### config.mk
export PLATFORM = sky130hd
export DESIGN_NAME = instruction_fetch_unit
export DESIGN_NICKNAME = d
export VERILOG_FILES = /design/src/rtl/instruction_fetch_unit_pkg.sv /design/src/rtl/instruction_fetch_unit_pc_plus4_adder.sv /design/src/rtl/instruction_fetch_unit.sv
export SDC_FILE = /design/constraint.sdc
export NUM_CORES = 1
export LEC_CHECK = 0
export CAP_MARGIN = 15
export CORE_ASPECT_RATIO = 1.75
export CORE_UTILIZATION = 44
export CTS_BUF_LIST = sky130_fd_sc_hd__clkbuf_16
export CTS_CLUSTER_SIZE = 14
export DETAILED_ROUTE_END_ITERATION = 6
export GPL_ROUTABILITY_DRIVEN = 0
export PLACE_DENSITY = 0.93
export SYNTH_ARGS = -nofsm -noshare
export SYNTH_HDL_FRONTEND = slang
export SYNTH_SLANG_ARGS = --single-unit
export TNS_END_PERCENT = 100
### constraint.sdc
create_clock -name CLK -period 2.36 [get_ports CLK]
set_clock_uncertainty 0.1 [all_clocks]
set_input_delay 0.236 -clock CLK [delete_from_list [all_inputs] [get_ports CLK]]
set_output_delay 0.236 -clock CLK [all_outputs]
set_load 0.1 [all_outputs]
### src/rtl/instruction_fetch_unit_pkg.sv
// Shared fetch-stage constants: bubble encoding, FSM state codes, reset PC.
// Also provides the word-alignment helper used on redirect targets.
package instruction_fetch_unit_pkg;

  typedef logic [31:0] word_t;

  localparam word_t RESET_PC  = 32'h0000_0000;
  localparam word_t NOP_INSTR = 32'h0000_0013;  // addi x0,x0,0

  localparam logic [0:0] ST_FETCH  = 1'b0;
  localparam logic [0:0] ST_SQUASH = 1'b1;

  function automatic word_t word_align(input word_t addr);
    return addr & ~32'd3;
  endfunction

endpackage

### src/rtl/instruction_fetch_unit_pc_plus4_adder.sv
// Sequential-PC incrementer: pure combinational 32-bit +4.
// The add wraps modulo 2^32, so 32'hFFFF_FFFC steps to 0.
module pc_plus4_adder (
  input  logic [31:0] pc,
  output logic [31:0] pc_plus4
);

  assign pc_plus4 = pc + 32'd4;

endmodule

### src/rtl/instruction_fetch_unit.sv
// IF-stage fetch engine: owns the PC, issues imem reads, applies redirects/stalls.
// Outputs are combinational (IF/ID captures them on the PC-advancing edge); IMEM_BUSYWAIT holds PC and the pipeline.
module instruction_fetch_unit
  import instruction_fetch_unit_pkg::*;
(
  input  logic        CLK,
  input  logic        RESET,
  input  logic        STALL,
  input  logic        BRANCH_TAKEN,
  input  logic [31:0] BRANCH_TARGET,
  output logic [31:0] IMEM_ADDRESS,
  output logic        IMEM_READ,
  input  logic [31:0] IMEM_READDATA,
  input  logic        IMEM_BUSYWAIT,
  output logic [31:0] OUT_INSTRUCTION,
  output logic [31:0] OUT_PC,
  output logic        BUSYWAIT
);

  logic [31:0] pc;
  logic [31:0] pending_target;
  logic [0:0]  state;
  logic [31:0] pc_plus4;
  logic [31:0] target_aligned;
  logic        fetch_done;
  logic        emit_bubble;

  pc_plus4_adder u_pc_plus4_adder (
    .pc       (pc),
    .pc_plus4 (pc_plus4)
  );

  assign target_aligned = word_align(BRANCH_TARGET);
  assign fetch_done     = ~IMEM_BUSYWAIT;

  always_ff @(posedge CLK or negedge RESET) begin
    if (!RESET) begin
      pc             <= RESET_PC;
      pending_target <= 32'h0000_0000;
      state          <= ST_FETCH;
    end else begin
      case (state)
        ST_FETCH: begin
          if (fetch_done) begin
            if (BRANCH_TAKEN)
              pc <= target_aligned;
            else if (!STALL)
              pc <= pc_plus4;
          end else if (BRANCH_TAKEN) begin
            // Read already in flight: park the target until memory finishes.
            pending_target <= target_aligned;
            state          <= ST_SQUASH;
          end
        end
        default: begin
          // A redirect arriving in the completion cycle is newer than the parked one.
          if (fetch_done) begin
            pc    <= BRANCH_TAKEN ? target_aligned : pending_target;
            state <= ST_FETCH;
          end else if (BRANCH_TAKEN) begin
            pending_target <= target_aligned;
          end
        end
      endcase
    end
  end

  assign emit_bubble = ~RESET | IMEM_BUSYWAIT | BRANCH_TAKEN | (state == ST_SQUASH);

  assign IMEM_READ       = RESET;
  assign IMEM_ADDRESS    = pc;
  assign OUT_PC          = pc;
  assign OUT_INSTRUCTION = emit_bubble ? NOP_INSTR : IMEM_READDATA;
  assign BUSYWAIT        = RESET & IMEM_BUSYWAIT;

endmodule

# == Word level (Yosys, flattened, before mapping) ==
# Cells that the tools add are included.
# word_totals
reg_bits,65
latchBits,0
ram_bits,0
mem_bits_ro,0
input_bits,69
out_inout_bits,98
mem_count,0
# op_classes
add_sub_neg,1
mul,0
div_mod_pow,0
n_lt_le_gt_ge,0
eq_ne,1
shifts,0
muxes,11
bitwise_logic,6
reduce_logical,1
# op_table
cell,n
two-way mux 32 bit,7
adder 32 x 3 -> 32 bit (second input constant),1
two-way mux 1 bit,4
inequality test 3 x 1 -> 1 bit (second input constant),1
OR 1 bit,3
inverter 1 bit,2
AND reduction 2 bit,1
AND 1 bit,1

# == Depth between registers and ports, before layout ==
# depth
word_depth,5
depth_mapped,7
ltp_nobuf,6

# == Modules after synthesis ==
# From an unflattened synthesis, not the netlist that was laid out.
# hier_totals
cells_unflattened,401
area_unflattened_um2,4211.5
# by_module_without_submodules
mod,n_inst,cells_per_inst,area_per_inst_um2,seq_area_each_um2
instruction_fetch_unit,1,318,3631.0,1626.6
pc_plus4_adder,1,83,580.6,0.0

# == Least setup slack after synthesis ==
# OpenSTA, ideal clock, no wires.
# synth_path
path_type,flip-flop to flip-flop
startpoint,"reg pc[3], in the netlist IMEM_ADDRESS[3]"
endpoint,"reg pc[26], in the netlist IMEM_ADDRESS[26]"
setup_ps,76
arrival_ps,2462
t_required_ps,2184
slack_ps,-279
stages_incl_launch_ff,7
path_buffers,0
path_cell_list,dfrtp_1 -> ha_1 -> nand3_1 -> nor4_4 -> nand3_2 -> o31a_1 -> o21ai_1
# synth_via
elab_chain_len,5
# synth_lines
item,line,source
from (decl),instruction_fetch_unit.sv:20,logic [31:0] pc;
from (signal assigned),instruction_fetch_unit.sv:46,pc <= target_aligned;
from (signal assigned),instruction_fetch_unit.sv:48,pc <= pc_plus4;
from (signal assigned),instruction_fetch_unit.sv:58,pc <= BRANCH_TAKEN ? target_aligned : pending_target;
adder 32 x 3 -> 32 bit,instruction_fetch_unit_pc_plus4_adder.sv:8,assign pc_plus4 = pc + 32'd4;
two-way mux 32 bit,instruction_fetch_unit.sv:47,else if (!STALL)
two-way mux 32 bit,instruction_fetch_unit.sv:45,if (BRANCH_TAKEN)
two-way mux 32 bit,instruction_fetch_unit.sv:44,if (fetch_done) begin
two-way mux 32 bit,instruction_fetch_unit.sv:42,case (state)
# No other way between the ends. The select of a mux whose other input is x is not followed.
# A chain may end at the register's enable or synchronous reset.

# == Worst setup path in the final report ==
# layout_path
startpoint,reg state
endpoint,out OUT_INSTRUCTION[18]
# layout_via
elab_chain_len,2
# layout_lines
item,line,source
from (decl),instruction_fetch_unit.sv:22,logic [0:0] state;
from (signal assigned),instruction_fetch_unit.sv:40,state <= ST_FETCH;
from (signal assigned),instruction_fetch_unit.sv:52,state <= ST_SQUASH;
from (signal assigned),instruction_fetch_unit.sv:59,state <= ST_FETCH;
OR 1 bit,instruction_fetch_unit.sv:68,assign emit_bubble = ~RESET | IMEM_BUSYWAIT | BRANCH_TAKEN | (state == ST_SQUASH);
two-way mux 32 bit,instruction_fetch_unit.sv:73,assign OUT_INSTRUCTION = emit_bubble ? NOP_INSTR : IMEM_READDATA;
to (decl),instruction_fetch_unit.sv:15,"output logic [31:0] OUT_INSTRUCTION,"
# No other way between the ends.

==> run summary <==
* post-route cell area: 6190 sq um
* clock-pin transition on the worst setup and hold timing paths: 50 ps
* worst path cell trace: or2_2, nor3b_4, buf_12, and2_2, buf_12
* endpoints failing hold: 0
* launching instance or port of the critical path: state$_DFF_PN0_
* reg-to-reg critical path startpoint: IMEM_ADDRESS[3]$_DFFE_PN0P_
* Max Fclk: 440.8 MHz
* number of routed nets with antenna violations: 0
* critical path launch point type: flip-flop
* setup violators final: 0
* Seq/Total Area, Yosys: 40.01%
* status: finished clean
* Top delay family on crit path: simple AND/OR/NAND/NOR gates
* arrival time at the worst endpoint: 1930 ps
* number of buffers created by CTS: 9
* via/cell ratio: 5.865
* # DRC: 0
* flip-flop and latch count after synthesis: 65
* Post-Route WL: 12,610 um
* layout cells sized above 1: 38.09%
* routed wire length per instance: 17.58 um
* count of yosys warnings during synthesis: 0
* shortest period the worst path allows: 2269 ps
* # H-tree levels: 3
* worst stage delay on the critical path: 440 ps
* die span in y: 129.2 um
* PwrDens: 824.2 nW/um^2
* CP Depth: 5
* highest-count cells in the layout ignoring fill and taps: 88 x sky130_fd_sc_hd__buf_4, 65 x sky130_fd_sc_hd__clkdlybuf4s50_1, 53 x sky130_fd_sc_hd__o21ai_0
* die area: 9643 sq um
* Worst Path Max Fanout: 32
* fin. max-slew vios: 0
* TritonCTS clock tree: built
* maximum ir drop on the vdd rail: 0.5002 mV
* Core Footprint: 9036 sq um
* CTS Buffer Depth: 2
* clock insertion delay at the later pin of the skew report: 340 ps
* post-synth design cell area: 4065 sq um
* antenna violations before repair: 1
* Tightest Pin Transition: 563.1 ps
* synthesized-area fraction occupied by ao, oa, aoi and oai cells: 19.58%
* Post-Syn Nets: 521
* cell at the root of the clock tree: sky130_fd_sc_hd__clkbuf_16
* average instance area after synthesis: 9.014 sq um
* post-CTS setup buffer count: 0
* Placement Rows: 46
* Port Buf Inserts: 164
* Min-Delay Path Depth: 1
* startpoint of the most critical hold path: pending_target[25]$_DFFE_PN0P_
* Buf/Inv on CP: 2
* number of iterations in the first detailed-routing pass: 5
* most common cell after layout, fill and taps aside: sky130_fd_sc_hd__buf_4
* xor and xnor fraction of the mapped netlist area: 0%
* # nets final: 661
* total negative slack: 0 ps
* area added between synthesis and finish: 52.26%
* post-place instance area: 5914 sq um
* crit share post-route: 96.13%
* Leak: 2.626 nW
* largest family of logic cells by synthesized area: simple AND/OR/NAND/NOR gates
* All-Layer GR Usage: 26.85%
* CTS sink cnt: 65
* leading register cell type out of synthesis: sky130_fd_sc_hd__dfrtp_1
* slowest cell on the critical path: sky130_fd_sc_hd__dfrtp_1
* most frequent CP cell: sky130_fd_sc_hd__buf_12
* layout filler cell count: 658
* number of maximum-capacitance violations: 0
* synthesized instance count: 451
* Register-to-Register Path Depth: 7
* arithmetic-cell share of the synthesized area counting full adders, half adders and majority gates: 0.3078%
* global-route wire length before repair: 19,500 um
* hold_ws: 407.7 ps
* element type at the critical path end: output pin
* Async S/R FF share, synth: 100.0%
* crit path kind: reg -> out
* io pins: 167
* worst rel slew slack: 62.46%
* Data required, critical path: 2020 ps
* DP Wirelength: 9460 um
* grt ovf: 0
* die width: 74.66 um
* DRC violation total after the first TritonRoute iteration: 461
* starting utilization of the core area: 44.99%
* setup repair after global routing missed its margin: false
* mux cell area share after synthesis: 8.803%
* Synth Area in Simple Gates: 21.27%
* detailed-route via count: 4,205
* pin count of the biggest net entering global routing: 43
* vias in the first global route: 4,144
* number of different library cells in the post-synthesis netlist: 54
* number of enable-type register cells in the synthesized netlist: 0
* worst min-delay path class: reg -> reg
==> sequential cells by signal, indices dropped and copies added (netlist names) <==
| register | cells |
|---|---|
| state | 1 |
| IMEM_ADDRESS | 32 |
| pending_target | 32 |
==> synthesized netlist by cell type (all sizes together), types with 2 or more instances <==
master / number / area [sq um]
a22oi: 4 / 30.03
and3: 10 / 62.56
o2bb2ai: 3 / 26.28
nand4: 5 / 46.29
o21ai: 58 / 290.3
o311ai: 4 / 42.55
nand2b: 3 / 18.77
o221a: 2 / 22.52
and2: 37 / 234.0
clkbuf: 17 / 63.81
mux2: 30 / 337.8
o31ai: 2 / 15.01
nor4: 5 / 67.56
mux2i: 2 / 20.02
a21oi: 20 / 103.9
buf: 44 / 317.8
o31a: 2 / 17.52
a211oi: 5 / 37.54
nor2: 23 / 86.33
inv: 7 / 26.28
a31oi: 11 / 68.82
nand3: 16 / 90.09
nor2b: 4 / 25.02
dfrtp: 65 / 1627
o221ai: 3 / 26.28
a41oi: 5 / 43.79
nand2: 45 / 168.9
nor3: 6 / 35.03
==> area by class of cell <==
| class | instances | area (sq um) | share of cell area, % |
|---|---|---|---|
| Inverter | 7 | 26.28 | 0.4245 |
| Timing Repair Buffer | 190 | 2027 | 32.75 |
| Clock inverter | 7 | 31.28 | 0.5054 |
| Clock buffer | 9 | 225.2 | 3.639 |
| Multi-Input combinational cell | 318 | 2078 | 33.58 |
| Tap cell | 120 | 150.1 | 2.426 |
| Antenna cell | 1 | 2.502 | 0.04043 |
| Sequential cell | 65 | 1649 | 26.64 |
==> what timing repair did <==
item / 4_1_cts / 5_1_grt
hold endpoints to repair: 39 / 0
hold buffers: 1 / 0
endpoints found under the setup margin: 0 / 21
gates resized for setup: 0 / 1
==> through the flow <==
| stage | setup WS, ps | util [%] | instances | power [W] |
|---|---|---|---|---|
| after floorplan | 2.288 | - | 451 | 0.003409 |
| after global placement | 208.0 | 65.45 | 699 | 0.003892 |
| after detailed placement | 159.3 | 65.45 | 699 | 0.003942 |
| after CTS | 62.39 | 68.40 | 716 | 0.005094 |
| after global routing | 8.464 | 68.50 | 717 | 0.005274 |
| final | 91.29 | 68.50 | 717 | 0.005102 |
==> cell families after synthesis <==
kind of cell,Yosys count
compound gates,127
fa+ha+maj,1
buf+inv,68
flops,65
mux,32
simple gates,158
==> where the power goes <==
group / leakage [nW] / switching [W] / internal [W]
combinational: 1.72 / 0.00183 / 0.000592
clock: 0.134 / 0.000469 / 0.000688
sequential: 0.768 / 0.000225 / 0.00129
total: 2.63 / 0.00253 / 0.00257
==> final timing paths <==
| path | end | slack, ps |
|---|---|---|
| setup / recovery | OUT_INSTRUCTION[18] | 90 |
| hold / removal | pending_target[25]$_DFFE_PN0P_ | 410 |
| setup reg to reg | IMEM_ADDRESS[24]$_DFFE_PN0P_ | 250 |
| hold reg to reg | pending_target[25]$_DFFE_PN0P_ | 410 |
| max in group asynchronous | IMEM_ADDRESS[13]$_DFFE_PN0P_ | 930 |
| min in group asynchronous | pending_target[27]$_DFFE_PN0P_ | 450 |
==> metal layers <==
| layer | wire length, um | global-route usage (%) |
|---|---|---|
| met2 | 6840 | 45.47 |
| met4 | 556 | 16.54 |
| met3 | 870 | 6.998 |
| met1 | 4339 | 29.11 |
| met5 | 0 | 0 |
Note: power is estimated with default switching activity, not from simulation.
